File: src/rtl/fix_tx_arb_pkg.sv
// Shared types and byte constants for the FIX transmit arbiter
// and its end-of-message detector.
package fix_tx_arb_pkg;

    typedef enum logic [1:0] {
        IDLE,
        GRANTED,
        STREAM
    } arb_state_t;

    typedef enum logic [2:0] {
        FLD_START,
        IN_FIELD,
        T1,
        T10,
        CK0,
        CK1,
        CK2,
        CK3
    } eom_state_t;

    localparam logic [7:0] SOH      = 8'h01;
    localparam logic [7:0] ASCII_0  = 8'h30;
    localparam logic [7:0] ASCII_1  = 8'h31;
    localparam logic [7:0] ASCII_9  = 8'h39;
    localparam logic [7:0] ASCII_EQ = 8'h3D;

    function automatic logic is_digit(input logic [7:0] b);
        return (b >= ASCII_0) && (b <= ASCII_9);
    endfunction

endpackage

File: src/rtl/fix_tx_arbiter_eom.sv
// Tracks FIX field boundaries and recognises the "10=ddd<SOH>"
// checksum trailer that closes a message.
module fix_eom_detector
    import fix_tx_arb_pkg::*;
(
    input  logic       clk,
    input  logic       rst,
    input  logic       clr,
    input  logic       valid,
    input  logic [7:0] data,
    output logic       eom,
    output logic       fmt_err
);

    eom_state_t st;
    eom_state_t st_nxt;
    logic       soh;
    logic       dig;

    assign soh = data == SOH;
    assign dig = is_digit(data);

    always_comb begin
        st_nxt  = st;
        eom     = 1'b0;
        fmt_err = 1'b0;
        if (valid) begin
            unique case (st)
                FLD_START: st_nxt = (data == ASCII_1) ? T1 : IN_FIELD;
                T1:        st_nxt = (data == ASCII_0) ? T10 : IN_FIELD;
                T10:       st_nxt = (data == ASCII_EQ) ? CK0 : IN_FIELD;
                CK0, CK1, CK2: begin
                    if (!dig) begin
                        fmt_err = 1'b1;
                        st_nxt  = soh ? FLD_START : IN_FIELD;
                    end else if (st == CK0) begin
                        st_nxt = CK1;
                    end else if (st == CK1) begin
                        st_nxt = CK2;
                    end else begin
                        st_nxt = CK3;
                    end
                end
                CK3: begin
                    if (soh) begin
                        eom    = 1'b1;
                        st_nxt = FLD_START;
                    end else begin
                        fmt_err = 1'b1;
                        st_nxt  = IN_FIELD;
                    end
                end
                IN_FIELD: st_nxt = soh ? FLD_START : IN_FIELD;
                default:  st_nxt = FLD_START;
            endcase
        end
    end

    always_ff @(posedge clk or negedge rst) begin
        if (!rst) begin
            st <= FLD_START;
        end else if (clr) begin
            st <= FLD_START;
        end else begin
            st <= st_nxt;
        end
    end

endmodule

File: src/rtl/fix_tx_arbiter.sv
// Message-granular round-robin arbiter sharing one TOE transmit
// FIFO between several FIX engines.
module fix_tx_arbiter
    import fix_tx_arb_pkg::*;
#(
    parameter int NUM_REQ = 2,
    parameter int TIMEOUT = 255,
    parameter int TO_W    = 8
) (
    input  logic                 clk,
    input  logic                 rst,
    input  logic [NUM_REQ-1:0]   req_i,
    input  logic [NUM_REQ-1:0]   wr_i,
    input  logic [8*NUM_REQ-1:0] msg_i,
    output logic [NUM_REQ-1:0]   full_o,
    input  logic                 fifo_full_i,
    output logic                 fifo_write_o,
    output logic [7:0]           message_o,
    output logic [NUM_REQ-1:0]   grant_o,
    output logic                 eom_o,
    output logic                 err_o
);

    localparam int IW = (NUM_REQ > 1) ? $clog2(NUM_REQ) : 1;
    localparam logic [NUM_REQ-1:0] ONE = NUM_REQ'(1);

    arb_state_t      state;
    logic [IW-1:0]   gidx;
    logic [IW-1:0]   rr_ptr;
    logic [IW-1:0]   pick;
    logic [TO_W-1:0] timer;
    logic            any_req;
    logic            hit_hi;
    logic            active;
    logic            acc;
    logic            det_eom;
    logic            det_err;
    logic            stray;
    logic            tmo;
    logic [7:0]      g_msg;

    function automatic logic [IW-1:0] nxt(input logic [IW-1:0] i);
        return (int'(i) == NUM_REQ - 1) ? '0 : i + IW'(1);
    endfunction

    assign active       = state != IDLE;
    assign g_msg        = msg_i[{gidx, 3'b000} +: 8];
    assign acc          = active & wr_i[gidx] & ~fifo_full_i;
    assign fifo_write_o = acc;
    assign message_o    = active ? g_msg : 8'h00;
    assign full_o       = {NUM_REQ{fifo_full_i}} | ~grant_o;
    assign stray        = |(wr_i & full_o);
    assign eom_o        = det_eom & (state == STREAM);
    assign tmo          = ~acc & ~fifo_full_i
                        & (timer == TO_W'(TIMEOUT - 1));

    // Downward scan leaves the lowest index at or after rr_ptr,
    // falling back to the lowest index below it.
    always_comb begin
        pick    = '0;
        any_req = 1'b0;
        hit_hi  = 1'b0;
        for (int k = NUM_REQ - 1; k >= 0; k--) begin
            if (req_i[k]) begin
                any_req = 1'b1;
                if (k >= int'(rr_ptr)) begin
                    pick   = IW'(k);
                    hit_hi = 1'b1;
                end else if (!hit_hi) begin
                    pick = IW'(k);
                end
            end
        end
    end

    fix_eom_detector u_eom (
        .clk     (clk),
        .rst     (rst),
        .clr     (state == IDLE),
        .valid   (acc),
        .data    (g_msg),
        .eom     (det_eom),
        .fmt_err (det_err)
    );

    always_ff @(posedge clk or negedge rst) begin
        if (!rst) begin
            state   <= IDLE;
            grant_o <= '0;
            gidx    <= '0;
            rr_ptr  <= '0;
            timer   <= '0;
            err_o   <= 1'b0;
        end else begin
            if (stray || det_err) begin
                err_o <= 1'b1;
            end
            unique case (state)
                IDLE: begin
                    timer <= '0;
                    if (any_req) begin
                        state   <= GRANTED;
                        gidx    <= pick;
                        grant_o <= ONE << pick;
                    end
                end
                GRANTED, STREAM: begin
                    if (acc) begin
                        timer <= '0;
                    end else if (!fifo_full_i) begin
                        timer <= timer + TO_W'(1);
                    end
                    if (det_eom && state == STREAM) begin
                        state   <= IDLE;
                        grant_o <= '0;
                        rr_ptr  <= nxt(gidx);
                    end else if (acc) begin
                        state <= STREAM;
                    end else if (state == GRANTED && !req_i[gidx]) begin
                        state   <= IDLE;
                        grant_o <= '0;
                        rr_ptr  <= nxt(gidx);
                    end else if (tmo) begin
                        state   <= IDLE;
                        grant_o <= '0;
                        rr_ptr  <= nxt(gidx);
                        err_o   <= 1'b1;
                    end
                end
                default: state <= IDLE;
            endcase
        end
    end

endmodule

File: config.mk
export PLATFORM = sky130hd
export DESIGN_NAME = fix_tx_arbiter
export DESIGN_NICKNAME = d
export VERILOG_FILES = /design/src/rtl/fix_tx_arb_pkg.sv /design/src/rtl/fix_tx_arbiter_eom.sv /design/src/rtl/fix_tx_arbiter.sv
export SDC_FILE = /design/constraint.sdc
export NUM_CORES = 1
export LEC_CHECK = 0
export ABC_AREA = 1
export BUFFER_PORTS_ARGS = -buffer_cell sky130_fd_sc_hd__buf_4
export CORE_MARGIN = 2
export CORE_UTILIZATION = 53
export DETAILED_ROUTE_END_ITERATION = 8
export PLACE_DENSITY_LB_ADDON = 0.15
export SLEW_MARGIN = 0
export SYNTH_ARGS = -nofsm -noshare
export SYNTH_HDL_FRONTEND = slang
export SYNTH_SLANG_ARGS = --single-unit
export TNS_END_PERCENT = 100
File: constraint.sdc
create_clock -name clk -period 2.3 [get_ports clk]
set_clock_uncertainty 0.2 [all_clocks]
set_input_delay 0 -clock clk [delete_from_list [all_inputs] [get_ports clk]]
set_output_delay 0 -clock clk [all_outputs]
set_load 0.005 [all_outputs]
Word-level counts from Yosys, hierarchy flattened

Cells that the tools add are included.

Eq/ne operators: 20
Shift-type cells: 2
Bitwise operators: 10
Reduce and logical (&&, ||, !) cells: 20
Multiplexer cells: 51
Magnitude comparators: 4
$add $sub $neg: 2

Operators with widths:

| cell                                                            | count |
|---|---|
| 2-to-1 mux 1 bit                                                | 28 |
| equality test 8 x 6 -> 1 bit (second input constant)            | 3 |
| 2-to-1 mux 8 bit                                                | 3 |
| 2-to-1 mux 2 bit                                                | 10 |
| one-hot mux 8 bit (2 select lines)                              | 1 |
| indexed part select 16 x 5 -> 8 bit                             | 1 |
| 2-to-1 mux 3 bit                                                | 5 |
| one-hot mux 3 bit (5 select lines)                              | 1 |
| equality test 3 bit (second input constant)                     | 4 |
| adder 8 x 1 -> 8 bit (second input constant)                    | 1 |
| equality test 8 x 1 -> 1 bit (second input constant)            | 1 |
| equality test 8 bit (second input constant)                     | 1 |
| >= comparator 8 x 6 -> 1 bit (second input constant)            | 1 |
| less-or-equal comparator 8 x 6 -> 1 bit (second input constant) | 1 |
| one-hot mux 2 bit (2 select lines)                              | 2 |
| equality test 3 x 2 -> 1 bit (second input constant)            | 2 |
| != test 3 bit (second input constant)                           | 2 |
| AND reduction 2 bit                                             | 3 |
| nonzero test 2 bit                                              | 3 |
| OR reduction 2 bit                                              | 3 |
| AND 1 bit                                                       | 5 |
| != test 5 bit (second input constant)                           | 1 |
| != test 4 bit (second input constant)                           | 1 |
| AND reduction 4 bit                                             | 1 |
| 22 further kinds                                                | 25 |

Word-level logic and storage cells: 116
Bits of input ports: 23
Bits in registers: 18
Output and inout bits: 15

Longest topological paths before layout

Word-level depth: 13
Gate-level depth with buffers: 14
Mapped depth without buffers: 14

By module

Synthesis repeated with hierarchy kept, for this count alone.

Cells, all modules: 226
Area, all modules: 1457.6 um^2

By module, submodules not included:

| module           | times used | cells each | area each (um^2) | sequential area each (um^2) |
|---|---|---|---|---|
| fix_tx_arbiter   | 1          | 165        | 1104.8           | 375.4 |
| fix_eom_detector | 1          | 61         | 352.8            | 75.1 |

Worst setup path before layout

OpenSTA, ideal clock, no wires.

Kind: register -> register
Start point: register state[0]
End point: register state[0]
Buffers on the path: 0
Clock period less this slack: 1882 ps
Stages on the path, launching flop included: 13
Required time: 1981 ps
Arrival: 1564 ps
Path slack: 418 ps
Library setup time: 119 ps
Cells stage by stage: dfrtp_1 inv_1 ha_1 nor2_2 o21ai_2 nor2_4 inv_2 nor2_2 nand2_4 nand4_1 nand2_2 nand2_1 o21ai_2

Cells in the longest elaborated chain, start to end: 8
Elaborated cells on any way between the ends: 20
Those cells by class: eq/ne: 4; mux: 5; bitwise: 5; reduce/logical: 6

RTL lines:

| element                       | line                  | source |
|---|---|---|
| from (decl)                   | fix_tx_arbiter.sv:27  | `arb_state_t state;` |
| from (signal assigned)        | fix_tx_arbiter.sv:88  | `state <= IDLE;` |
| from (signal assigned)        | fix_tx_arbiter.sv:102 | `state <= GRANTED;` |
| from (signal assigned)        | fix_tx_arbiter.sv:114 | `state <= IDLE;` |
| nonzero test 2 bit (*)        | fix_tx_arbiter.sv:46  | `assign active = state != IDLE;` |
| AND 1 bit (*) (2 in a row)    | fix_tx_arbiter.sv:48  | `assign acc = active & wr_i[gidx] & ~fifo_full_i;` |
| named net fifo_write_o        | fix_tx_arbiter.sv:17  | `output logic fifo_write_o,` |
| inverter 1 bit                | fix_tx_arbiter.sv:54  | `assign tmo = ~acc & ~fifo_full_i` |
| AND 1 bit                     | fix_tx_arbiter.sv:54  |  |
| AND 1 bit                     | fix_tx_arbiter.sv:55  | `& (timer == TO_W'(TIMEOUT - 1));` |
| != test 5 bit (no line)       | -                     |  |
| AND reduction 2 bit (no line) | -                     |  |

Mark *: on every way through the listed nets, which the timed path passes. The rest lies on a longest branch.
A chain may end at the register's enable or synchronous reset.

Worst setup path after layout

Start point: register gidx
End point: output port eom_o

Cells in the longest elaborated chain, start to end: 6
Elaborated cells on any way between the ends: 10
Those cells by class: eq/ne: 1; shift: 1; mux: 5; bitwise: 3

RTL lines:

| element                                                                        | line                                           | source |
|---|---|---|
| from (decl)                                                                    | fix_tx_arbiter.sv:28                           | `logic [IW-1:0] gidx;` |
| from (signal assigned)                                                         | fix_tx_arbiter.sv:103                          | `gidx <= pick;` |
| indexed part select 16 x 5 -> 8 bit / 2-to-1 mux 1 bit (equally long branches) | fix_tx_arbiter.sv:47, fix_tx_arbiter.sv:48     |  |
| equality test 8 x 1 -> 1 bit / 2-to-1 mux 1 bit (equally long branches)        | fix_tx_arbiter_eom.sv:20, fix_tx_arbiter.sv:48 |  |
| 2-to-1 mux 1 bit / AND 1 bit (equally long branches)                           | fix_tx_arbiter_eom.sv:45, fix_tx_arbiter.sv:48 |  |
| 2-to-1 mux 1 bit / AND 1 bit (equally long branches)                           | fix_tx_arbiter_eom.sv:28, fix_tx_arbiter.sv:48 |  |
| 2-to-1 mux 1 bit (*)                                                           | fix_tx_arbiter_eom.sv:27                       | `if (valid) begin` |
| AND 1 bit (*)                                                                  | fix_tx_arbiter.sv:53                           | `assign eom_o = det_eom & (state == STREAM);` |
| to (decl)                                                                      | fix_tx_arbiter.sv:20                           | `output logic eom_o,` |

Mark *: on every way between the ends. The rest lies on a longest branch, timed or not. The select of a mux whose other input is x is not followed.

==> summary.txt <==
Run status
  • Outcome: finished, final reports clean

Final layout
  • Area occupied by registers: 450 µm²
  • N_diodes: 0
  • Most frequent cells in the layout: nand2_1 (54), buf_4 (41), inv_1 (33)
  • Post-route cell area: 2020 µm²
  • Final std cells w/o fill: 305
  • Most common cell after layout, fill and taps aside: nand2_1
  • Nets: 304
  • Area growth syn-to-layout: 29.4%
  • Fillers: 233
  • Multi-input gate area: 943 µm²
  • Layout cells sized above 1: 31.4%

Die
  • Starting density of the core: 56.1%
  • Core Area: 2780 µm²
  • Top-level port count: 38
  • Site row count: 19
  • Die H: 58.2 µm
  • Full die area: 3390 µm²
  • Die X: 58.2 µm

STA
  • Setup TNS: 0 ps
  • Worst-Margin Slew: 822 ps
  • RSZ-0062 raised after global routing: no
  • Hold Vio Cnt, Final: 0
  • Final Max Slew Viols: 0
  • Final setup viols: 0
  • Max Fclk: 473 MHz
  • Period minus WS final: 2110 ps
  • Hold Slack: 40.4 ps
  • Rel. slew slack: 45.0%
  • Tcrit/Tclk final: 92.0%

Synthesis
  • Post-synthesis instance area: 1560 µm²
  • Yosys reg bits: 18
  • Synth top area share: 28.9%
  • Register area share after synthesis: 28.9%
  • Post-synth EDFFs: 0
  • Post-synth top area cell: dfrtp_1
  • Post-synthesis cell type count: 32
  • Top_reg_cell synth: dfrtp_1
  • Synthesized Nets: 251
  • Gate Count Post-Synth: 222
  • Syn Area/Cell: 7.02 µm²
  • Synth warn: 0
  • FFs w/ async S/R, synth: 100%
  • Top cells by area, synth: dfrtp_1 (29%), nand2_1 (13%), inv_1 (7.9%)

Power
  • Worst IR Drop VDD: 0.000869 V
  • Psw: 0.000945 W
  • Clock power frac: 10.1%
  • Int Power: 0.00100 W
  • Switching Share: 48.5%
  • Pwr dens: 967 nW/µm²
  • Power Total: 0.00195 W
  • Part of the power in combinational logic: 65.6%
  • Seq pwr share: 24.2%
  • Leak: 1.05 nW

Critical path
  • R2R Setup Slk: 230 ps
  • Worst Path Required: 2100 ps
  • Reg2Reg Launch Point: state[1]
  • Crit. Startpoint: gidx
  • Critical path's slowest cell: dfrtp_1
  • End of the worst register-to-register path: timer[6]
  • Crit Path Max Fanout: 10
  • Critical Path AT: 1910 ps
  • R2R cell count: 9
  • Critical-path cell list: inv_2 -> nand2_1 -> nand2_2 -> nand2_4 -> inv_2 -> nand3_4 -> nor2_4 -> nand2_4 -> inv_1 -> buf_4
  • CP peak stage delay: 500 ps
  • Critical path class: register to output pin
  • Worst setup SP type: register
  • CP Capture Type: output pin

Placement
  • Global placement routability congestion: 0.792
  • Placed insts: 290
  • Area after DPL: 1880 µm²
  • IO buf count: 37
  • Final HPWL from detailed placement: 2790 µm

Clock network
  • Clock transition at path regs: 100 ps
  • Inserted Clock Buffers: 3
  • CTS tree: built
  • CTS Sinks: 18
  • H-tree Lvls: 1
  • Root buffer selected by CTS: clkbuf_4
  • Clock buffer depth: 2
  • Clock Latency Late Sink: 300 ps

GRT
  • Initial antenna violation count: 0
  • GRT Util Overall: 23.9%
  • Global-route wire length before repair: 6270 µm
  • GRT Residual Overflow: 0
  • Vias in the first global route: 1,501
  • Largest net degree at the start of global routing: 19

Detailed routing
  • Total Routed Length: 3640 µm
  • DR vias: 1,519
  • 1st-iter DRT viols: 73
  • Via/cell ratio: 4.98
  • Pre-antenna DRT Iters: 4
  • DR DRC count: 0
  • Average wire per standard cell: 11.9 µm
  • Routed Antenna Nets: 0

Hold path
  • Hold Crit Depth: 6
  • HP Class: input pin to register
  • Hold Crit Start: msg_i[2]
  • Hold EP: u_eom.st[1]

Job
  • Max cap viols: 0
## critical path: cells and delay by family (launching register included)
| kind | cells | cell delay (ps) |
|---|---|---|
| buf+inv | 4 | 490 |
| flops | 1 | 500 |
| simple gates | 6 | 610 |
## per-stage QoR
stage / util, % / worst slack [ps]
after floorplan: - / 418
after global placement: 67.4 / 257
after detailed placement: 67.4 / 203
after CTS: 72.0 / 130
after global routing: 72.5 / 18.9
final: 72.5 / 185
## state kept, by name, summed over array words and instances (netlist names)
register,cells
timer,8
grant_o,2
state,2
rr_ptr,1
u_eom.st,3
err_o,1
gidx,1
## worst max path at each step
stage / endpoint / cells past startpoint
5_1_grt: timer[6] / 9
2_1_floorplan: state[0] / 12
4_1_cts: eom_o / 10
3_5_place_dp: timer[6] / 6
6_report: eom_o / 10
3_3_place_gp: state[0] / 14
## power groups by stage
stage	sequential [W]	clock, W	combinational [W]
detailed placement	0.000479	0	0.00123
CTS	0.000472	0.000199	0.00127
global route	0.000484	0.000218	0.00143
finish	0.000472	0.000198	0.00128
global placement	0.000478	0	0.00121
floorplan	0.000459	0	0.000866
## synth_stat cells, types with 2 or more instances
master   number
o21ai_1       2
nand3_1       8
ha_1          6
nand4_1       4
o22ai_1       5
xor2_1        3
nor2_2        3
nand3_2       4
nor2_1       24
o21ai_2       4
dfrtp_1      18
nand2_1      54
o21ai_0      10
xnor2_1       2
nand2_2      12
inv_2         7
nand2_4       5
nor2_4        3
nor3_1        2
a21oi_1       2
inv_1        33
## kinds of logic (layout without fill, tap and decap cells)
logic type | count (synthesis) | in the layout | synth area share (%)
simple gates | 124 | 124 | 42.1
flops | 18 | 18 | 28.9
compound gates | 27 | 27 | 10.8
xor+xnor | 5 | 5 | 2.81
buf+inv | 42 | 94 | 10.6
fa+ha+maj | 6 | 6 | 4.82
## layer usage
layer / GRT usage [%] / vias up / share of wire, %
li1: - / 804 / -
met1: 28.7 / 664 / 44
met2: 41.2 / 41 / 49
met3: 4.91 / 10 / 5.5
met4: 9.97 / 0 / 2.0
met5: 0 / - / 0
## what timing repair did
action | in CTS | in global routing
hold buffers | 9 | 0
gates resized for setup | 0 | 1
endpoints found under the setup margin | 0 | 4
setup buffers | 0 | 2
endpoints found under the hold margin | 27 | 0
## final cells by class
| type | instances | share of cell area (%) |
|---|---|---|
| repair buffers | 50 | 19.7 |
| clock buffers | 4 | 1.80 |
| multi-input cells | 162 | 46.8 |
| inverters | 40 | 7.44 |
| flip-flops and latches | 18 | 22.3 |
| well taps | 31 | 1.92 |
Power figures use the tool's default switching activity.
